$ cat src/rtl/spi_pkg.sv
// Shared constants and state encoding for the SPI slave block.
package spi_pkg;

    localparam int SPI_BYTE_W = 8;
    localparam logic [SPI_BYTE_W-1:0] SPI_FILL_BYTE = 8'hFF;

    typedef enum logic {
        IDLE = 1'b0,
        XFER = 1'b1
    } spi_slv_state_t;

endpackage

$ cat src/rtl/spi_sync.sv
// Multi-flop synchronizer for one asynchronous input, with single-cycle
// rise/fall pulses derived from the synchronized value. STAGES must be >= 2.
module spi_sync #(
    parameter int   STAGES  = 2,
    parameter logic RST_VAL = 1'b0
) (
    input  logic clk_i,
    input  logic rst_ni,
    input  logic d_i,
    output logic q_o,
    output logic rise_o,
    output logic fall_o
);

    logic [STAGES-1:0] r_sync;
    logic              r_prev;

    always_ff @(posedge clk_i or negedge rst_ni) begin
        if (!rst_ni) begin
            r_sync <= {STAGES{RST_VAL}};
            r_prev <= RST_VAL;
        end else begin
            r_sync <= {r_sync[STAGES-2:0], d_i};
            r_prev <= r_sync[STAGES-1];
        end
    end

    assign q_o    = r_sync[STAGES-1];
    assign rise_o = r_sync[STAGES-1] & ~r_prev;
    assign fall_o = ~r_sync[STAGES-1] & r_prev;

endmodule

$ cat src/rtl/spi_slave.sv
// SPI mode-0 slave running entirely in the clk_i domain: oversampled sclk/cs_n,
// byte-wide RX output and a single-entry TX holding register.
module spi_slave
    import spi_pkg::*;
#(
    parameter logic [SPI_BYTE_W-1:0] FILL_BYTE   = SPI_FILL_BYTE,
    parameter int                    SYNC_STAGES = 2
) (
    input  logic                  clk_i,
    input  logic                  rst_ni,
    input  logic                  sclk_i,
    input  logic                  cs_ni,
    input  logic                  mosi_i,
    output logic                  miso_o,
    output logic                  miso_oe_o,
    output logic [SPI_BYTE_W-1:0] rx_data_o,
    output logic                  rx_valid_o,
    input  logic [SPI_BYTE_W-1:0] tx_data_i,
    input  logic                  tx_valid_i,
    output logic                  tx_ready_o,
    output logic                  tx_underrun_o,
    output logic                  frame_err_o,
    output spi_slv_state_t        dbg_state_o
);

    localparam int FW = $clog2(SYNC_STAGES + 1) + 1;
    localparam logic [FW-1:0] FLUSH_MAX = FW'(SYNC_STAGES);

    logic                  w_sclk_q, w_sclk_rise, w_sclk_fall;
    logic                  w_cs_q, w_cs_rise, w_cs_fall;
    logic                  w_mosi;
    logic                  w_start, w_end, w_shift_in, w_fall_act, w_reload, w_load;
    logic                  w_wr, w_flushed;
    logic [SPI_BYTE_W-1:0] w_load_byte;

    spi_slv_state_t        r_state;
    logic [2:0]            r_bit_cnt;
    logic [SPI_BYTE_W-1:0] r_rx_shift, r_tx_shift, r_hold, r_rx_data;
    logic                  r_hold_full, r_miso_oe, r_rx_valid, r_tx_underrun, r_frame_err;
    logic [SYNC_STAGES-1:0] r_mosi_sync;
    logic [FW-1:0]         r_flush_cnt;
    logic                  r_armed;

    spi_sync #(.STAGES(SYNC_STAGES), .RST_VAL(1'b0)) u_sync_sclk (
        .clk_i  (clk_i),
        .rst_ni (rst_ni),
        .d_i    (sclk_i),
        .q_o    (w_sclk_q),
        .rise_o (w_sclk_rise),
        .fall_o (w_sclk_fall)
    );

    spi_sync #(.STAGES(SYNC_STAGES), .RST_VAL(1'b1)) u_sync_cs (
        .clk_i  (clk_i),
        .rst_ni (rst_ni),
        .d_i    (cs_ni),
        .q_o    (w_cs_q),
        .rise_o (w_cs_rise),
        .fall_o (w_cs_fall)
    );

    always_ff @(posedge clk_i or negedge rst_ni) begin
        if (!rst_ni) r_mosi_sync <= '0;
        else         r_mosi_sync <= {r_mosi_sync[SYNC_STAGES-2:0], mosi_i};
    end
    assign w_mosi = r_mosi_sync[SYNC_STAGES-1];

    // The cs synchronizer resets to "deselected"; if cs_ni is already low at
    // reset release that would look like a falling edge. Only accept a frame
    // start once a real high level has been seen after the chain has flushed.
    assign w_flushed = (r_flush_cnt == FLUSH_MAX);
    always_ff @(posedge clk_i or negedge rst_ni) begin
        if (!rst_ni) begin
            r_flush_cnt <= '0;
            r_armed     <= 1'b0;
        end else begin
            if (!w_flushed) r_flush_cnt <= r_flush_cnt + 1'b1;
            r_armed <= r_armed | (w_flushed & w_cs_q);
        end
    end

    assign w_start     = (r_state == IDLE) && w_cs_fall && r_armed;
    assign w_end       = (r_state == XFER) && w_cs_rise;
    assign w_shift_in  = (r_state == XFER) && !w_cs_rise && w_sclk_rise;
    assign w_fall_act  = (r_state == XFER) && !w_cs_rise && w_sclk_fall;
    assign w_reload    = w_fall_act && (r_bit_cnt == 3'd0);
    assign w_load      = w_start || w_reload;
    assign w_load_byte = r_hold_full ? r_hold : FILL_BYTE;

    // tx_valid_i/tx_ready_o: a byte is accepted on every clk_i edge where both
    // are high; tx_ready_o stays low while the holding register is occupied.
    assign w_wr = tx_valid_i && !r_hold_full;

    always_ff @(posedge clk_i or negedge rst_ni) begin
        if (!rst_ni) begin
            r_state     <= IDLE;
            r_bit_cnt   <= 3'd0;
            r_miso_oe   <= 1'b0;
            r_frame_err <= 1'b0;
            r_rx_shift  <= '0;
            r_rx_data   <= '0;
            r_rx_valid  <= 1'b0;
        end else begin
            r_frame_err <= 1'b0;
            r_rx_valid  <= 1'b0;
            if (w_start) begin
                r_state   <= XFER;
                r_bit_cnt <= 3'd0;
                r_miso_oe <= 1'b1;
            end else if (w_end) begin
                r_state     <= IDLE;
                r_bit_cnt   <= 3'd0;
                r_miso_oe   <= 1'b0;
                r_frame_err <= (r_bit_cnt != 3'd0);
                r_rx_shift  <= '0;
            end else if (w_shift_in) begin
                r_rx_shift <= {r_rx_shift[SPI_BYTE_W-2:0], w_mosi};
                r_bit_cnt  <= r_bit_cnt + 3'd1;
                if (r_bit_cnt == 3'd7) begin
                    r_rx_data  <= {r_rx_shift[SPI_BYTE_W-2:0], w_mosi};
                    r_rx_valid <= 1'b1;
                end
            end
        end
    end

    always_ff @(posedge clk_i or negedge rst_ni) begin
        if (!rst_ni) begin
            r_tx_shift    <= '0;
            r_tx_underrun <= 1'b0;
        end else begin
            r_tx_underrun <= 1'b0;
            if (w_load) begin
                r_tx_shift    <= w_load_byte;
                r_tx_underrun <= !r_hold_full;
            end else if (w_fall_act) begin
                r_tx_shift <= {r_tx_shift[SPI_BYTE_W-2:0], 1'b0};
            end
        end
    end

    // A write can only land while empty, so it never collides with a load
    // consuming a full register; a write during an underrun load is kept.
    always_ff @(posedge clk_i or negedge rst_ni) begin
        if (!rst_ni) begin
            r_hold      <= '0;
            r_hold_full <= 1'b0;
        end else if (w_wr) begin
            r_hold      <= tx_data_i;
            r_hold_full <= 1'b1;
        end else if (w_load) begin
            r_hold_full <= 1'b0;
        end
    end

    assign miso_o        = r_miso_oe & r_tx_shift[SPI_BYTE_W-1];
    assign miso_oe_o     = r_miso_oe;
    assign rx_data_o     = r_rx_data;
    assign rx_valid_o    = r_rx_valid;
    assign tx_ready_o    = !r_hold_full;
    assign tx_underrun_o = r_tx_underrun;
    assign frame_err_o   = r_frame_err;
    assign dbg_state_o   = r_state;

endmodule

$ cat config.mk
export PLATFORM = sky130hd
export DESIGN_NAME = spi_slave
export DESIGN_NICKNAME = d
export VERILOG_FILES = /design/src/rtl/spi_pkg.sv /design/src/rtl/spi_sync.sv /design/src/rtl/spi_slave.sv
export SDC_FILE = /design/constraint.sdc
export NUM_CORES = 1
export LEC_CHECK = 0
export BUFFER_PORTS_ARGS = -buffer_cell sky130_fd_sc_hd__buf_2
export CAP_MARGIN = 20
export CORE_MARGIN = 5
export CORE_UTILIZATION = 35
export CTS_BUF_LIST = sky130_fd_sc_hd__clkbuf_2
export CTS_CLUSTER_DIAMETER = 120
export DETAILED_ROUTE_END_ITERATION = 6
export GPL_TIMING_DRIVEN = 0
export HOLD_SLACK_MARGIN = 0.15
export PLACE_DENSITY_LB_ADDON = 0.12
export SETUP_SLACK_MARGIN = 0.1
export SYNTH_ARGS = -nofsm -noshare
export SYNTH_HDL_FRONTEND = slang
export SYNTH_SLANG_ARGS = --single-unit
export TNS_END_PERCENT = 5
$ cat constraint.sdc
create_clock -name clk_i -period 2.2 [get_ports clk_i]
set_input_delay 0.11 -clock clk_i [delete_from_list [all_inputs] [get_ports clk_i]]
set_output_delay 0.11 -clock clk_i [all_outputs]
set_load 0.005 [all_outputs]
**After elaboration in Yosys (flattened, before gate mapping)**

Cells that the tools add are included.

- Bitwise operators: 14
- Reductions and logical operators: 20
- Equality and inequality tests: 2
- Multiplexer cells: 19
- Add/subtract/negate cells: 2

Operator list:

| operator | number |
|---|---|
| 8-bit 2-to-1 mux | 3 |
| 7-bit 2-to-1 mux | 2 |
| 1-bit 2-to-1 mux | 11 |
| 3-bit 2-to-1 mux | 3 |
| 1-bit logical AND | 8 |
| 2-bit nonzero test | 4 |
| 1-bit NOT | 7 |
| 3-bit by 1-bit adder with 3-bit output, second input constant | 2 |
| 1-bit AND | 6 |
| 3-bit nonzero test | 2 |
| 4-bit AND reduction | 1 |
| 3-bit by 2-bit equality test with 1-bit output, second input constant | 1 |
| 3-bit equality test, second input constant | 1 |
| 3-bit zero test | 1 |
| 1-bit zero test | 2 |
| 2-bit AND reduction | 1 |
| 1-bit logical OR | 1 |
| 1-bit bitwise OR | 1 |

- Flip-flop bits (word level): 51

**Depth between registers and ports, before layout**

Gate-level depths: netlist of the first run.

- Depth after elaboration: 9
- Depth in mapped cells: 6
- Gate-level depth less buffers: 6

**By module**

A second synthesis of the first run with hierarchy kept.

- Cell total of the unflattened synthesis: 177
- Area total of the unflattened synthesis: 2204.6 um^2

Modules (own cells, without submodules):

| module | cells an instance | area an instance (um^2) | instances |
|---|---|---|---|
| spi_slave | 167 | 2020.7 | 1 |
| spi_sync at u_sync_cs | 5 | 93.8 | 1 |
| spi_sync at u_sync_sclk | 5 | 90.1 | 1 |

**Least setup slack after synthesis of the first run**

Ideal clock, no wire load.

- Path kind: register to register
- Start point: reg r_bit_cnt[0]
- End point: reg r_tx_shift[1]
- Setup time: 125 ps
- Arrival: 1536 ps
- Setup slack: 539 ps
- Required time: 2075 ps
- Cell stages (with the launch flop): 7
- Clock period less this slack: 1661 ps
- Cells stage by stage: dfrtp_1 -> inv_1 -> ha_1 -> nor2b_1 -> a21oi_4 -> mux2_2 -> mux2_2

- Cells in the longest elaborated chain, start to end: 4
- Elaborated cells on any way between the ends: 5
- Those cells by class: 1 x mux; 4 x reduce/logical

RTL lines:

| item | RTL line | RTL |
|---|---|---|
| start, declared | spi_slave.sv:37 | `logic [2:0] r_bit_cnt;` |
| start signal, assigned | spi_slave.sv:118 | `r_bit_cnt <= r_bit_cnt + 3'd1;` |
| 3-bit zero test (*) | spi_slave.sv:86 | `assign w_reload = w_fall_act && (r_bit_cnt == 3'd0);` |
| 1-bit logical AND (*) | spi_slave.sv:86 |  |
| 1-bit logical OR (*) | spi_slave.sv:87 | `assign w_load = w_start \|\| w_reload;` |
| 8-bit 2-to-1 mux or 2-bit nonzero test (tied branches) | - |  |
| end signal, assigned | spi_slave.sv:134 | `r_tx_shift <= w_load_byte;` |
| end signal, assigned | spi_slave.sv:137 | `r_tx_shift <= {r_tx_shift[SPI_BYTE_W-2:0], 1'b0};` |
| end, declared | spi_slave.sv:38 | `logic [SPI_BYTE_W-1:0] r_rx_shift, r_tx_shift, r_hold, r_rx_data;` |

Mark *: on every way between the ends. The rest lies on a longest branch, timed or not.
A chain may end at the register's enable or synchronous reset.

**Final worst setup path of the first run**

- Start point: reg r_bit_cnt[0]
- End point: reg r_tx_shift[5]

The elaborated chain is that of the path after synthesis.

==> results of run 1 <==
-- logic make-up after synthesis --
family                   share of synthesized area
AO/OA/AOI/OAI                               0.0782
XOR/XNOR                                   0.00418
adder cells (fa/ha/maj)                     0.0298
buffers and inverters                       0.0239
flip-flops                                   0.610
multiplexers                                 0.172
AND/OR/NAND/NOR                             0.0817
-- repair_timing --
action / in CTS / in global routing
endpoints found under the setup margin: 0 / 0
resized for setup: 0 / 0
hold endpoints to repair: 60 / 0
hold buffers: 13 / 0
-- placed cells by master, fill, tap and decap left out, drive strengths merged --
cell type,n
a21boi,1
a21o,1
a21oi,2
a22o,9
a31oi,1
and2,1
and3,2
and3b,1
buf,31
bufinv,1
clkbuf,9
dfrtp,48
dfstp,3
dlygate4sd3,13
ha,5
inv,8
mux2,32
nand2,3
nand2b,7
nand3b,1
nor2,2
nor2b,6
nor3b,2
o21ai,7
xnor2,1
-- through the flow --
step / hold slack [ps] / area (sq um) / total power, mW / setup slack (ps)
floorplan: -186 / 2100 / 1.58 / 539
global placement: 215 / 2330 / 1.70 / 401
detailed placement: 216 / 2330 / 1.72 / 364
CTS: 277 / 2530 / 2.22 / 316
finish: 197 / 2550 / 2.17 / 353
global route: 191 / 2550 / 2.32 / 231
-- worst register-to-register path: cells and delay by family (launching register included) --
family	cells	cell delay [ps]
AO/OA/AOI/OAI	1	290
adder cells (fa/ha/maj)	1	190
buffers and inverters	1	60
flip-flops	1	430
multiplexers	2	630
AND/OR/NAND/NOR	1	150
-- area by class of cell --
type / count / share of cell area
clock inverter: 1 / 0.0118
timing repair buffer: 42 / 0.114
inverter: 8 / 0.0118
sequential: 51 / 0.503
multi-input combinational: 84 / 0.301
buffer: 4 / 0.00786
clock buffer: 7 / 0.0138
tap: 75 / 0.0369
-- sequential cells by signal, indices dropped and copies added (netlist names) --
signal,flops
miso_oe_o,1
u_sync_sclk.r_prev,1
r_bit_cnt,3
r_armed,1
r_rx_shift,7
u_sync_cs.r_sync,2
r_mosi_sync,2
u_sync_sclk.r_sync,2
r_tx_shift,8
u_sync_cs.r_prev,1
rx_valid_o,1
r_hold,8
rx_data_o,8
r_flush_cnt,3
frame_err_o,1
tx_underrun_o,1
r_hold_full,1
-- metal layers --
layer  track usage  part of all wire  wire [um]
met1         0.120              0.42       1530
met3        0.0331             0.041        150
met5             0                 0          0
met4        0.0418             0.017         63
met2         0.179              0.52       1910
-- power breakdown --
part | total [mW] | leakage [nW] | internal, mW | switching [mW]
logic | 0.500 | 0.553 | 0.310 | 0.191
clock network | 0.462 | 0.0432 | 0.202 | 0.260
registers | 1.21 | 0.634 | 1.12 | 0.0918
-- worst max path at each step --
stage / from / end / slack (ps) / cells past startpoint
3_5_place_dp: r_bit_cnt[0] / r_tx_shift[4] / 360 / 6
5_1_grt: r_bit_cnt[0] / r_tx_shift[5] / 230 / 6
6_report: r_bit_cnt[0] / r_tx_shift[5] / 350 / 6
2_1_floorplan: r_bit_cnt[0] / r_tx_shift[1] / 540 / 6
4_1_cts: r_bit_cnt[0] / r_tx_shift[5] / 320 / 6
3_3_place_gp: r_bit_cnt[0] / r_tx_shift[3] / 400 / 6
==> impl_metrics.csv, run 1 <==
group,metric,value,unit
clocking,post-cts-setup-buffer-count,0,
die,io_pins,29,
synth,postSynthAreaPerCell,14.3,sq um
setup_path,r2r.worst_path.cells,6,
clocking,clock_path_buffers,2,
die,floorplan.die.height,87.4,um
layout,syn2layout_area_growth,21.4,%
grt,grt_first_pass_wirelength,6.19,mm
setup_path,critical_path.cell_chain,"inv_1 -> ha_1 -> nor2b_1 -> a21oi_4 -> mux2_2 -> mux2_2",
place,portBuffers,28,
grt,grt_util_all_layers,0.104,
grt,initial_antenna_violation_count,0,
setup_path,r2r-start,"r_bit_cnt[0]",
grt,grt_start_max_net_pins,52,
drt,initialDrtViolationCount,39,
pwr,ir_drop,350,uV
synth,synth-seq-cells,51,
synth,synth.area.top_cells,"sky130_fd_sc_hd__dfrtp_1 (57%), sky130_fd_sc_hd__mux2_2 (17%), sky130_fd_sc_hd__dfstp_2 (3.8%)",
timing,transition_at_the_pin_with_the_smallest_max_transition_slack,563,ps
setup_path,critical-path-top-delay-family,"multiplexers",
die,chipWidth,87.4,um
drt,detailroute.via_count,1240,
synth,synth_common_cells,"sky130_fd_sc_hd__dfrtp_1 (48), sky130_fd_sc_hd__mux2_2 (32), sky130_fd_sc_hd__a22o_1 (9), sky130_fd_sc_hd__inv_1 (8), sky130_fd_sc_hd__nand2b_1 (7)",
layout,fin_cells,272,
clocking,tritoncts,"yes",
setup_path,timing.critical_path.to_type,"flop",
setup_path,critPathMaxStageDelay,430,ps
setup_path,path_max_fanout,10,
pwr,leakagePower,1.23,nW
setup_path,ff2ff_setup_slack,350,ps
place,gp_congestion,0.687,
run,max_cap_violations,0,
pwr,power_density_over_the_cells,853,mW/mm^2
synth,synth_async_sr_flop_share,1.00,
die,area_enclosed_by_the_die_boundary,0.00764,sq mm
setup_path,crit_arrival,2150,ps
synth,seq_area_frac_synth,0.610,
synth,synth_top_flop_cell,"sky130_fd_sc_hd__dfrtp_1",
timing,final_report_max_slew_violation_count,0,
synth,post_synth_instance_area,0.00210,sq mm
run_status,run_status,"finished, final reports clean",
drt,drc,0,
die,initial_utilization,0.356,
layout,seq_area,0.00128,sq mm
setup_path,regToRegEndpoint,"r_tx_shift[5]",
clocking,ctsRootBufferMaster,"sky130_fd_sc_hd__clkbuf_2",
place,dp_hpwl,2.50,mm
timing,timing.final.setup_violations,0,
layout,finalNetCount,215,
layout,post_route_cells_drive_above_1_share,0.411,
setup_path,worstSetupStartpointType,"flop",
drt,detail-route-antenna-nets,0,
place,placed_cells,250,
setup_path,worst_path_most_repeated_cell,"sky130_fd_sc_hd__mux2_2",
synth,synth_largest_area_cell,"sky130_fd_sc_hd__dfrtp_1",
layout,filler_cells_inserted,543,
timing,tns,0,ps
layout,multiInputGateArea,767,sq um
drt,detail_route.first_pass.iterations,2,
timing,maxSlewHeadroom,0.625,
clocking,cts_sinks,51,
clocking,cts.clk_slew.worst_paths,220,ps
timing,rsz_0062_raised_after_global_routing,"false",
drt,routedWlPerCell,13.4,um
timing,final.period_utilization,0.839,
synth,synthMostInstantiatedCell,"sky130_fd_sc_hd__dfrtp_1",
setup_path,critPathKind,"flop to flop",
die,coreArea,0.00589,sq mm
synth,synthesis.instances,147,
setup_path,critical_path_required,2500,ps
grt,grt.overflow.total,0,
synth,number_of_distinct_library_cells_after_synthesis,29,
synth,yosys_warnings,0,
clocking,clock_latency_late_sink,400,ps
synth,synthesis.nets,166,
grt,via_count_of_the_first_global_routing_pass,1356,
timing,fmax,0.541,GHz
clocking,cts_buffers,5,
timing,clock_period_minus_final_worst_setup_slack,1850,ps
synth,yosys.area.top_type_share,0.573,
drt,totalWireLength,3.65,mm
timing,timing.clock.skew,17.6,ps
layout,num_antenna_cells,0,
setup_path,slowest_stage,"sky130_fd_sc_hd__dfrtp_1",
layout,final_util,0.433,
clocking,clock_tree.htree_level_count,2,
worst_hold_path,holdCritPathClass,"input port to async pin",
synth,synth_enable_flop_cells,0,
timing,final-hold-violation-count,0,
drt,vias_per_instance,4.56,
die,rows,28,
setup_path,buffers_and_inverters_on_the_worst_path,1,
No activity file was read; power rests on OpenSTA's default activity.
==> inputs of run 2 (changes only) <==
--- a/config.mk
+++ b/config.mk
@@ -5,6 +5,7 @@
 export SDC_FILE = /design/constraint.sdc
 export NUM_CORES = 1
 export LEC_CHECK = 0
+export ABC_AREA = 1
 export BUFFER_PORTS_ARGS = -buffer_cell sky130_fd_sc_hd__buf_2
 export CAP_MARGIN = 20
 export CORE_MARGIN = 5
==> constraint.sdc (replaced) <==
create_clock -name clk_i -period 1.5 [get_ports clk_i]
set_input_delay 0.075 -clock clk_i [delete_from_list [all_inputs] [get_ports clk_i]]
set_output_delay 0.075 -clock clk_i [all_outputs]
set_load 0.005 [all_outputs]
==> run 2 against run 1 <==
Via count rose by 29%. Critical endpoint is now r_tx_shift[7]. Cell count grew 30%. Setup slack got worse by 190 ps. Die area increased by 2.8%. Critical path depth did not move. Count of clock-buffer cells in the layout is the same. Fmax rose by 38%. Global-route usage is 1.7 points higher. Non-clock buffer count up 7. First-iteration DRC count rose by 15%. Hold slack improved by 85 ps. Register-to-register slack worse by 190 ps.
==> impl_metrics.csv, run 2 <==
group,metric,value,unit
layout,fin_cells,353,
synth,synth.area.top_cells,"sky130_fd_sc_hd__dfrtp_1 (56%), sky130_fd_sc_hd__nand2_1 (8.2%), sky130_fd_sc_hd__inv_1 (6.1%)",
synth,seq_area_frac_synth,0.592,
synth,number_of_distinct_library_cells_after_synthesis,24,
pwr,power_density_over_the_cells,1410,mW/mm^2
pwr,power_report.internal_total,2.51,mW
clocking,cts_buffers,5,
synth,synthesis.nets,242,
die,rows,28,
synth,synth_common_cells,"sky130_fd_sc_hd__dfrtp_1 (48), sky130_fd_sc_hd__nand2_1 (47), sky130_fd_sc_hd__inv_1 (35), sky130_fd_sc_hd__nand3_1 (22), sky130_fd_sc_hd__nor2_1 (13)",
timing,fmax,0.748,GHz
clocking,clock_tree.htree_level_count,2,
pwr,power.share.clock,0.185,
timing,finalWorstSetupSlack,163,ps
setup_path,worst_path_most_repeated_cell,"sky130_fd_sc_hd__nand2_4",
layout,stdcell_area,0.00270,sq mm
layout,num_antenna_cells,0,
synth,yosys_warnings,0,
worst_hold_path,holdCritPathClass,"input port to flop",
timing,tns,0,ps
drt,drc,0,
synth,synth_async_sr_flop_share,1.00,
layout,final_util,0.453,
synth,postSynthAreaPerCell,9.70,sq um
drt,detail-route-antenna-nets,0,
pwr,leakagePower,1.42,nW
place,placed_cells,327,
grt,grt_start_max_net_pins,34,
drt,vias_per_instance,4.53,
synth,post_synth_instance_area,0.00216,sq mm
place,dp_hpwl,2.87,mm
synth,synthMostInstantiatedCell,"sky130_fd_sc_hd__dfrtp_1",
synth,yosys.area.top_type_share,0.555,
pwr,pwr-share-comb,0.331,
clocking,cts_sinks,51,
die,area_enclosed_by_the_die_boundary,0.00785,sq mm
layout,layout_commonest_cell,"sky130_fd_sc_hd__dfrtp_1",
pwr,power.net_switching,1.30,mW
grt,grt_first_pass_wirelength,7.35,mm
setup_path,worstSetupStartpointType,"flop",
place,gp_congestion,0.722,
synth,synth_top_flop_cell,"sky130_fd_sc_hd__dfrtp_1",
place,portBuffers,28,
synth,synthesis.instances,223,
layout,layout_common_cells,"sky130_fd_sc_hd__dfrtp_1 (47), sky130_fd_sc_hd__nand2_1 (45), sky130_fd_sc_hd__inv_1 (32)",
place,placement.cell_area,0.00242,sq mm
timing,rsz_0062_raised_after_global_routing,"true",
pwr,swShare,0.341,
synth,synth_enable_flop_cells,0,
synth,synth_adder_area_share,0.0289,
setup_path,path_max_fanout,10,
layout,post_route_cells_drive_above_1_share,0.234,
timing,transition_at_the_pin_with_the_smallest_max_transition_slack,803,ps
clocking,tritoncts,"yes",
synth,synth_compound_gate_area_share,0.0694,
layout,finalNetCount,296,
timing,final.period_utilization,0.891,
setup_path,timing.critical_path.to_type,"flop",
die,initial_utilization,0.363,
place,detailedPlace.worstSlack,32.6,ps
setup_path,crit_arrival,1660,ps
clocking,clock_latency_late_sink,410,ps
timing,maxSlewHeadroom,0.465,
timing,timing.final.setup_violations,0,
pwr,ir_drop,624,uV
timing,final-hold-violation-count,0,
pwr,power,3.81,mW
die,io_pins,29,
run,max_cap_violations,0,
die,chipWidth,88.6,um
setup_path,slowest_stage,"sky130_fd_sc_hd__dfstp_2",
synth,yosys.area_share.simple,0.211,
pwr,power.share.sequential,0.484,
clocking,clock_path_buffers,2,
setup_path,critical_path_required,1820,ps
grt,initial_antenna_violation_count,0,
setup_path,critPathKind,"flop to flop",
synth,synth_largest_area_cell,"sky130_fd_sc_hd__dfrtp_1",
synth,synth-xor-area-share,0.00810,
die,coreArea,0.00596,sq mm
die,floorplan.die.height,88.6,um
synth,synth_top_family_by_area,"simple AND/OR/NAND/NOR gates",
clocking,cts.clk_slew.worst_paths,240,ps
drt,detail_route.first_pass.iterations,4,
drt,totalWireLength,4.21,mm
timing,clock_period_minus_final_worst_setup_slack,1340,ps
drt,routedWlPerCell,11.9,um
grt,grt.overflow.total,0,
drt,initialDrtViolationCount,45,
run_status,run_status,"finished, final reports clean",
timing,timing.clock.skew,13.5,ps
setup_path,critPathMaxStageDelay,660,ps
grt,via_count_of_the_first_global_routing_pass,1548,
synth,synth-seq-cells,51,
clocking,ctsRootBufferMaster,"sky130_fd_sc_hd__clkbuf_2",
timing,finalHoldWorstSlack,282,ps
timing,final_report_max_slew_violation_count,0,
grt,grt_util_all_layers,0.121,
setup_path,critical_path.cell_chain,"nor2_2 -> nand2_4 -> nand2_4 -> buf_4 -> nand3_1 -> nand2_1",
drt,detailroute.via_count,1598,
synth,mux_contribution_to_synthesized_area,0.0104,
layout,syn2layout_area_growth,24.6,%
==> run 2: path summary, 6_finish.rpt <==
path | startpoint | to | slack, ps | depth (start not counted)
min in group asynchronous | rst_ni | r_flush_cnt[0] | 440 | 3
setup / recovery | u_sync_cs.r_sync[1] | r_tx_shift[7] | 160 | 6
hold / removal | cs_ni | u_sync_cs.r_sync[0] | 280 | 2
max in group asynchronous | rst_ni | u_sync_cs.r_sync[0] | 470 | 4
hold reg to reg | u_sync_cs.r_sync[0] | u_sync_cs.r_sync[1] | 380 | 0
setup reg to reg | u_sync_cs.r_sync[1] | r_tx_shift[7] | 160 | 6
==> run 2: power by group through the flow <==
stage	logic, mW	registers, mW	clock network [mW]
after floorplan	0.879	1.83	0
after global placement	1.17	1.86	0
after detailed placement	1.19	1.86	0
after CTS	1.22	1.84	0.744
after global routing	1.46	1.89	0.797
final	1.26	1.84	0.705
==> run 2: cell families (layout without fill, tap and decap cells) <==
logic type      count (synthesis)  after routing
xor+xnor                        2              2
buf+inv                        41             96
fa+ha+maj                       5              5
flops                          51             51
simple gates                   94             94
compound gates                 28             28
mux                             2              2
==> run 2: area by class of cell <==
| class | instances | area [sq um] |
|---|---|---|
| plain buffers | 6 | 52.6 |
| flip-flops and latches | 51 | 1280 |
| fillers | 607 | 3260 |
| clock inverters | 1 | 30.0 |
| inverters | 35 | 134 |
| clock buffers | 7 | 35.0 |
| multi-input cells | 131 | 734 |
| repair buffers | 47 | 335 |
| well taps | 75 | 93.8 |
==> run 2: what timing repair did <==
| action | in CTS | in global routing |
|---|---|---|
| hold buffers | 15 | 0 |
| setup buffers | 0 | 3 |
| setup endpoints to repair | 17 | 50 |
| hold endpoints to repair | 61 | 0 |
| pin swaps | 0 | 7 |
| gates resized for setup | 1 | 16 |
==> run 2: critical path, delay by kind of cell (launching register included) <==
kind / cells / cell delay, ps
buffers and inverters: 1 / 150
DFF: 1 / 660
and+or+nand+nor: 5 / 440
==> run 2: layer usage <==
layer  GRT usage  up-vias  share of wire  wire [um]
met5           0        -              0          0
met4      0.0453        0          0.012         49
met3      0.0354        4          0.040        170
met2       0.177       25           0.45       1910
met1       0.170      759           0.49       2080
li1            -      810              -          -
